$ cat config.mk
export PLATFORM = sky130hd
export DESIGN_NAME = mdu_divider
export DESIGN_NICKNAME = d
export VERILOG_FILES = /design/src/rtl/mdu_divider_pkg.sv /design/src/rtl/mdu_divider_div_step.sv /design/src/rtl/mdu_divider.sv
export SDC_FILE = /design/constraint.sdc
export NUM_CORES = 1
export LEC_CHECK = 0
export BUFFER_PORTS_ARGS = -buffer_cell sky130_fd_sc_hd__clkbuf_2
export CAP_MARGIN = 20
export CORE_MARGIN = 3
export CORE_UTILIZATION = 45
export DETAILED_ROUTE_END_ITERATION = 7
export MAX_ROUTING_LAYER = met4
export SLEW_MARGIN = 20
export SYNTH_ARGS = -nofsm -noshare
export SYNTH_HDL_FRONTEND = slang
export SYNTH_HIERARCHICAL = 1
export SYNTH_SLANG_ARGS = --single-unit
$ cat constraint.sdc
create_clock -name clk -period 5.9 [get_ports clk]
set_input_delay 0.295 -clock clk [delete_from_list [all_inputs] [get_ports clk]]
set_output_delay 0.295 -clock clk [all_outputs]
set_load 0.05 [all_outputs]
$ cat src/rtl/mdu_divider_pkg.sv
// Shared defines for the EX-stage multiply/divide unit: divider state encodings,
// iteration count and the ALU op codes that steer DIV/DIVU results to HI/LO.
package mdu_divider_pkg;

  localparam int unsigned DIV_WIDTH = 32;
  localparam int unsigned DIV_CNT_W = 6;
  localparam int unsigned DIV_ITER  = 32;

  typedef enum logic [1:0] {
    DIV_IDLE = 2'd0,
    DIV_ON   = 2'd1,
    DIV_END  = 2'd2
  } div_state_e;

  // ALU op codes (funct-derived); DIV/DIVU live next to the multiply ops.
  localparam logic [7:0] EXE_MULT_OP  = 8'h18;
  localparam logic [7:0] EXE_MULTU_OP = 8'h19;
  localparam logic [7:0] EXE_DIV_OP   = 8'h1A;
  localparam logic [7:0] EXE_DIVU_OP  = 8'h1B;

endpackage

$ cat src/rtl/mdu_divider_div_step.sv
// One combinational restoring-division step: shift in the next dividend bit,
// trial-subtract the divisor and keep the difference when it is non-negative.
module div_step
  import mdu_divider_pkg::*;
#(
  parameter int unsigned WIDTH = DIV_WIDTH
) (
  input  logic [WIDTH-1:0] rem_i,
  input  logic [WIDTH-1:0] divisor_i,
  input  logic             bit_i,
  output logic [WIDTH-1:0] rem_o,
  output logic             qbit_o
);

  logic [WIDTH:0]   shifted;
  logic [WIDTH-1:0] diff;

  // The kept difference is always below the divisor, so WIDTH bits hold it.
  always_comb begin
    shifted = {rem_i, bit_i};
    qbit_o  = (shifted >= {1'b0, divisor_i});
    diff    = shifted[WIDTH-1:0] - divisor_i;
    rem_o   = qbit_o ? diff : shifted[WIDTH-1:0];
  end

endmodule

$ cat src/rtl/mdu_divider.sv
// Multi-cycle radix-2 restoring divider for DIV/DIVU; divres_o = {remainder, quotient}.
// Optional DIV_ZERO_FAST_EN: a zero divisor completes one cycle after acceptance.
module mdu_divider
  import mdu_divider_pkg::*;
#(
  parameter int unsigned WIDTH = DIV_WIDTH,
  parameter int unsigned CNT_W = DIV_CNT_W
) (
  input  logic               clk,
  input  logic               resetn,
  input  logic               start_i,
  input  logic               signed_i,
  input  logic [WIDTH-1:0]   dividend_i,
  input  logic [WIDTH-1:0]   divisor_i,
  input  logic               annul_i,
  output logic               busy_o,
  output logic               ready_o,
  output logic [2*WIDTH-1:0] divres_o
);

  localparam logic [CNT_W-1:0] LAST_STEP = CNT_W'(WIDTH - 1);

  div_state_e         state_q, state_d;
  logic [CNT_W-1:0]   cnt_q, cnt_d;
  logic [WIDTH-1:0]   dvd_q, dvd_d;
  logic [WIDTH-1:0]   dvs_q, dvs_d;
  logic [WIDTH-1:0]   rem_q, rem_d;
  logic [WIDTH-1:0]   raw_q, raw_d;
  logic               zero_q, zero_d;
  logic               dsign_q, dsign_d;
  logic               qsign_q, qsign_d;
  logic               busy_q, busy_d;
  logic               ready_q, ready_d;
  logic [2*WIDTH-1:0] divres_q, divres_d;

  logic [WIDTH-1:0]   step_rem;
  logic               step_qbit;

  function automatic logic [WIDTH-1:0] cneg(input logic [WIDTH-1:0] x, input logic en);
    return en ? (~x + WIDTH'(1)) : x;
  endfunction

  div_step #(.WIDTH(WIDTH)) u_step (
    .rem_i    (rem_q),
    .divisor_i(dvs_q),
    .bit_i    (dvd_q[WIDTH-1]),
    .rem_o    (step_rem),
    .qbit_o   (step_qbit)
  );

  // dvd_q shifts the dividend out MSB-first while quotient bits shift in.
  always_comb begin
    state_d  = state_q;
    cnt_d    = cnt_q;
    dvd_d    = dvd_q;
    dvs_d    = dvs_q;
    rem_d    = rem_q;
    raw_d    = raw_q;
    zero_d   = zero_q;
    dsign_d  = dsign_q;
    qsign_d  = qsign_q;
    divres_d = divres_q;

    case (state_q)
      DIV_IDLE: begin
        if (start_i && !annul_i) begin
          dsign_d = signed_i & dividend_i[WIDTH-1];
          qsign_d = signed_i & (dividend_i[WIDTH-1] ^ divisor_i[WIDTH-1]);
          dvd_d   = cneg(dividend_i, dsign_d);
          dvs_d   = cneg(divisor_i, signed_i & divisor_i[WIDTH-1]);
          rem_d   = '0;
          raw_d   = dividend_i;
          zero_d  = (divisor_i == '0);
          cnt_d   = '0;
`ifdef DIV_ZERO_FAST_EN
          if (zero_d) begin
            state_d  = DIV_END;
            divres_d = {dividend_i, {WIDTH{1'b1}}};
          end else begin
            state_d = DIV_ON;
          end
`else
          state_d = DIV_ON;
`endif
        end
      end
      DIV_ON: begin
        rem_d = step_rem;
        dvd_d = {dvd_q[WIDTH-2:0], step_qbit};
        cnt_d = cnt_q + CNT_W'(1);
        if (cnt_q == LAST_STEP) begin
          state_d  = DIV_END;
          divres_d = zero_q ? {raw_q, {WIDTH{1'b1}}}
                            : {cneg(step_rem, dsign_q), cneg(dvd_d, qsign_q)};
        end
      end
      DIV_END: state_d = DIV_IDLE;
      default: state_d = DIV_IDLE;
    endcase

    // Flush/exception wins over everything and leaves the last result intact.
    if (annul_i) begin
      state_d  = DIV_IDLE;
      divres_d = divres_q;
    end

    busy_d  = (state_d != DIV_IDLE);
    ready_d = (state_d == DIV_END);
  end

  always_ff @(posedge clk or negedge resetn) begin
    if (!resetn) begin
      state_q  <= DIV_IDLE;
      cnt_q    <= '0;
      dvd_q    <= '0;
      dvs_q    <= '0;
      rem_q    <= '0;
      raw_q    <= '0;
      zero_q   <= 1'b0;
      dsign_q  <= 1'b0;
      qsign_q  <= 1'b0;
      busy_q   <= 1'b0;
      ready_q  <= 1'b0;
      divres_q <= '0;
    end else begin
      state_q  <= state_d;
      cnt_q    <= cnt_d;
      dvd_q    <= dvd_d;
      dvs_q    <= dvs_d;
      rem_q    <= rem_d;
      raw_q    <= raw_d;
      zero_q   <= zero_d;
      dsign_q  <= dsign_d;
      qsign_q  <= qsign_d;
      busy_q   <= busy_d;
      ready_q  <= ready_d;
      divres_q <= divres_d;
    end
  end

  assign busy_o   = busy_q;
  assign ready_o  = ready_q;
  assign divres_o = divres_q;

endmodule

### Yosys cells after proc, flatten, opt, wreduce, memory -nomap -nowiden

Index checks and enable logic that the tools add are counted.

| word-level totals | value |
|---|---|
| flip-flop bits (word level) | 205 |
| input port bits | 69 |
| output and inout bits | 66 |

| cells by class | value |
|---|---|
| $add $sub $neg | 6 |
| magnitude comparators | 1 |
| equal/unequal tests | 4 |
| muxes and demuxes | 16 |
| bitwise gates (word level) | 9 |
| reductions and logical operators | 9 |

Operators with widths:

| operator | number |
|---|---|
| two-way mux 32 bit | 7 |
| adder 32 x 1 -> 32 bit (second input constant) | 4 |
| inverter 32 bit | 4 |
| case mux 32 bit (2 select lines) | 2 |
| two-way mux 64 bit | 1 |
| greater-or-equal comparator 33 x 32 -> 1 bit | 1 |
| zero test 32 bit | 1 |
| subtractor 32 bit | 1 |
| case mux 6 bit (2 select lines) | 1 |
| adder 6 x 1 -> 6 bit (second input constant) | 1 |
| equality test 6 x 5 -> 1 bit (second input constant) | 1 |
| two-way mux 2 bit | 3 |
| two-way mux 6 bit | 1 |
| case mux 2 bit (2 select lines) | 1 |
| AND reduction 2 bit | 2 |
| nonzero test 2 bit | 2 |
| bitwise AND 1 bit | 3 |
| AND reduction 3 bit | 1 |
| equality test 2 x 1 -> 1 bit (second input constant) | 1 |
| equality test 2 bit (second input constant) | 1 |
| zero test 2 bit | 1 |
| inequality test 2 bit (second input constant) | 1 |
| logical AND 1 bit | 1 |
| zero test 1 bit | 1 |
| other kinds (2) | 2 |

### Depth between registers and ports, before layout

| logic depth | value |
|---|---|
| word-level depth | 6 |
| depth in mapped cells | 20 |

### Cells and area by module

Netlist, hierarchy kept.

Modules (own cells, without submodules):

| module | instances | cells an instance | area an instance (um^2) | seq. area each (um^2) |
|---|---|---|---|---|
| mdu_divider | 1 | 1,272 | 11,024.3 | 5,129.9 |
| div_step | 1 | 310 | 2,218.4 | 0.0 |

### Worst setup path before layout

OpenSTA, ideal clock, no wires.

| timing | value |
|---|---|
| path type | reg2reg |
| start | register dvs_q[1] |
| end | register divres_q[60] (netlist: divres_o[60]) |
| setup time | 0.137 ns |
| data arrival time | 4.447 ns |
| required time | 5.763 ns |
| slack | 1.317 ns |
| stages on the path, launching flop included | 20 |
| path buffers | 3 |
| cell sequence | dfrtp_1 -> inv_1 -> ha_1 -> nor2b_1 -> o21bai_1 -> nand3_1 -> a2111o_2 -> nor2_2 -> o31ai_4 -> a21oi_2 -> o31ai_4 -> buf_6 -> mux2_1 -> or4_1 -> clkbuf_1 -> or3_1 -> clkbuf_1 -> o41ai_1 -> xor2_1 -> o22ai_1 |

| between the ends | value |
|---|---|
| word-level cells in the longest chain between the ends | 6 |
| elaborated cells between the ends (all ways) | 7 |
| those cells by class | 2 x add/sub; 1 x order compare; 3 x mux; 1 x bitwise |

Ends and longest elaborated chain:

| what | line | source |
|---|---|---|
| start: declaration | mdu_divider.sv:26 | `logic [WIDTH-1:0] dvs_q, dvs_d;` |
| start signal: assignment | mdu_divider.sv:129 | `dvs_q <= dvs_d;` |
| subtractor 32 bit or greater-or-equal comparator 33 x 32 -> 1 bit (tied branches) | mdu_divider_div_step.sv:22, mdu_divider_div_step.sv:21 |  |
| two-way mux 32 bit * | mdu_divider_div_step.sv:23 | `rem_o = qbit_o ? diff : shifted[WIDTH-1:0];` |
| net step_rem[5] | mdu_divider.sv:36 | `logic [WIDTH-1:0] step_rem;` |
| inverter 32 bit * | mdu_divider.sv:40 | `return en ? (~x + WIDTH'(1)) : x;` |
| adder 32 x 1 -> 32 bit * | mdu_divider.sv:40 |  |
| two-way mux 32 bit * | mdu_divider.sv:40 |  |
| two-way mux 64 bit * | mdu_divider.sv:93 | `divres_d = zero_q ? {raw_q, {WIDTH{1'b1}}}` |
| end signal: assignment | mdu_divider.sv:137 | `divres_q <= divres_d;` |
| end: declaration | mdu_divider.sv:34 | `logic [2*WIDTH-1:0] divres_q, divres_d;` |

The timed path passes the listed nets; every way through them passes the cells marked *.
A chain may end at the register's enable or synchronous reset.

### Final worst setup path

| timing | value |
|---|---|
| start | register rem_q[2] |
| end | register divres_q[63] (netlist: divres_o[63]) |

| between the ends | value |
|---|---|
| word-level cells in the longest chain between the ends | 6 |
| elaborated cells between the ends (all ways) | 7 |
| those cells by class | 2 x add/sub; 1 x order compare; 3 x mux; 1 x bitwise |

Ends and longest elaborated chain:

| what | line | source |
|---|---|---|
| start: declaration | mdu_divider.sv:27 | `logic [WIDTH-1:0] rem_q, rem_d;` |
| start signal: assignment | mdu_divider.sv:130 | `rem_q <= rem_d;` |
| greater-or-equal comparator 33 x 32 -> 1 bit | mdu_divider_div_step.sv:21 | `qbit_o = (shifted >= {1'b0, divisor_i});` |
| net step_qbit | mdu_divider.sv:37 | `logic step_qbit;` |
| two-way mux 32 bit | mdu_divider_div_step.sv:23 |  |
| net step_rem[21] | mdu_divider.sv:36 |  |
| inverter 32 bit | mdu_divider.sv:40 |  |
| adder 32 x 1 -> 32 bit | mdu_divider.sv:40 |  |
| two-way mux 32 bit | mdu_divider.sv:40 |  |
| two-way mux 64 bit | mdu_divider.sv:93 |  |

The timed path passes the listed nets, and every way through them passes these cells.

==> impl_metrics.csv <==
group,metric,value,unit
sta,period_share,93.0,%
finish,layout_commonest_cell,"nand2_1",
place,dpl_cell_area,14200,sq um
sta,drv_slew,0,
logic_synthesis,netlist-cell-type-count,69,
logic_synthesis,ys.flop_type,"dfrtp_1",
drt,drc,0,
global_routing,track_usage,27.5,%
power,vdd_drop_max,383,uV
logic_synthesis,avgSynthCellArea,8.37,sq um
finish,final_util,52.6,%
clock_tree,cts_sinks,205,
logic_synthesis,async_flop_share,100,%
job,maxCapViolations,0,
finish,design_area,15200,sq um
sta,finalHoldViolations,0,
critical_path,crit_required,6280,ps
clock_tree,hold_buffers,1,
floorplan,core,28900,sq um
global_routing,overflow,0,
global_routing,grt_max_degree,86,
sta,finClkSkew,16.5,ps
global_routing,antenna_found_initial,0,
clock_tree,clk_latency,530,ps
drt,drt_iter0_drc,1162,
critical_path,start_kind,"flip-flop",
critical_path,crit_type,"flip-flop to flip-flop",
finish,mostFrequentLayoutCells,"265 x nand2_1, 205 x dfrtp_1, 133 x clkbuf_2, 115 x o21ai_0, 106 x nor2_1",
floorplan,initial_core_util,45.9,%
sta,finalCriticalPeriod,5490,ps
clock_tree,tritoncts,"yes",
clock_tree,clk_pin_slew_worst_paths,60,ps
sta,fin_hold_ws,45.9,ps
logic_synthesis,syn_nets,1689,
critical_path,worst-path-max-fanout,18,
floorplan,io-pin-count,135,
place,place_congestion,0.909,
floorplan,die_y,178,microns
clock_tree,numCtsBuffers,26,
floorplan,die_w,178,microns
drt,drt_wl_total,42.4,mm
logic_synthesis,synth_area_leaders,"dfrtp_1 39%, nand2_1 7.5%, o21ai_0 4.3%",
sta,worst_pin_slew,1050,ps
logic_synthesis,synth-seq-cells,205,
clock_tree,clockRootBuffer,"clkbuf_16",
outcome,status,"completed",
power,p_leak,7.00,nW
logic_synthesis,synth-edff-count,0,
sta,rsz0062_at_grt,"false",
finish,final_net_count,1774,
place,place_ws,507,ps
floorplan,placementRows,62,
drt,drt_first_pass_iters,5,
drt,wl_per_cell,20.5,microns
finish,drive_above_1_share,15.0,%
power,powerDensity,487,nW/um^2
logic_synthesis,synth_top_area_cell,"dfrtp_1",
sta,setup_viol,0,
drt,postRouteAntennaNets,0,
critical_path,worstPathArrival,5870,ps
clock_tree,cts_buffer_depth,3,
logic_synthesis,ys_seq_area_share,38.7,%
global_routing,grt_pass1_wl,66.9,mm
sta,max_freq,182,MHz
drt,viasPerCell,5.90,
place,port_buffers,134,
clock_tree,cts_max_level,1,
finish,diodes,0,
logic_synthesis,synth_top_area_share,38.7,%
clock_tree,cts_resized,0,
logic_synthesis,syn_area,13200,sq um
finish,area.growth.synth_to_final,14.5,%
global_routing,grt_pass1_vias,11600,
clock_tree,cts_setup_buffers,0,
drt,vias,12200,
critical_path,end_kind,"flip-flop",
place,dp_hpwl,30.3,mm
sta,fin_tns_setup,0,ps
worst_hold_path,hp-class,"input pin to flip-flop",
floorplan,die_area,31500,sq um
sta,maxSlewHeadroom,30.3,%
logic_synthesis,syn_inst,1582,
logic_synthesis,yosys_warnings,6,
sta,timing.final.ws_setup,413,ps
## area by class of cell
cell class / instances / area, sq um
Sequential cell: 205 / 5130
Clock inverter: 12 / 240
Tap cell: 384 / 480
Fill cell: 2794 / 13700
Clock buffer: 36 / 739
Multi-Input combinational cell: 1220 / 7520
Inverter: 60 / 225
Timing Repair Buffer: 154 / 832
## metrics by stage
stage	power, mW	cells
CTS	7.36	2071
global placement	5.49	2022
finish	7.38	2071
floorplan	4.50	1582
global route	7.87	2071
detailed placement	5.51	2022
## where the power goes
group | internal (mW) | switching (mW) | total [mW]
logic | 1.37 | 2.22 | 3.60
clock network | 1.18 | 0.639 | 1.82
registers | 1.67 | 0.301 | 1.97
total | 4.22 | 3.16 | 7.38
## kinds of logic after synthesis
| family | share of synthesized area (%) |
|---|---|
| fa+ha+maj | 3.65 |
| flops | 38.7 |
| simple gates | 21.9 |
| xor+xnor | 7.61 |
| buf+inv | 4.68 |
| compound gates | 18.2 |
| mux | 5.27 |
## worst max-delay path, stage by stage (launching register included)
cell and delay, ps:
dfrtp_1 390, ha_1 370, nand3_1 140, o21bai_1 180
nand3_1 160, a2111o_2 240, nor2_2 70, o31ai_4 350
a21oi_2 140, o31ai_4 820, buf_4 300, mux2_2 390
or4_1 610, or3_1 500, nor4b_1 390, mux2i_1 210
o21ai_0 80
## registers in the layout (all words and copies together) (netlist names)
register,count
zero_q,1
dvs_q,32
divres_o,64
state_q,2
dsign_q,1
cnt_q,6
busy_o,1
qsign_q,1
rem_q,32
dvd_q,32
raw_q,32
ready_o,1
## cell usage after synthesis (all sizes together), types with 8 or more instances
master / n
a21o: 15
a21oi: 82
a22oi: 24
a31oi: 33
and2: 9
and3: 12
buf: 10
clkbuf: 87
dfrtp: 205
ha: 37
inv: 60
mux2: 30
mux2i: 36
nand2: 266
nand3: 78
nand4: 14
nor2: 108
nor3: 43
nor4: 23
o211ai: 14
o21ai: 117
o31ai: 24
o41ai: 23
or2: 8
or3: 25
or4: 14
xnor2: 63
xor2: 52
## worst paths after layout
check,start,to,slack [ps],cells past startpoint
max reg2reg,rem_q[2],divres_o[63],410,16
min,divisor_i[28],dvs_q[28],50,3
max in group asynchronous,resetn,raw_q[21],4070,3
max,rem_q[2],divres_o[63],410,16
min in group asynchronous,resetn,rem_q[17],380,2
min reg2reg,raw_q[15],raw_q[15],470,2
## per-layer routing
layer,wire length (microns),vias to the layer above,global-route usage (%)
met4,890,0,5.96
li1,-,5802,-
met5,0,-,-
met2,18200,402,38.7
met3,2530,58,3.34
met1,20800,5948,42.2
Note: power is estimated with default switching activity, not from simulation.
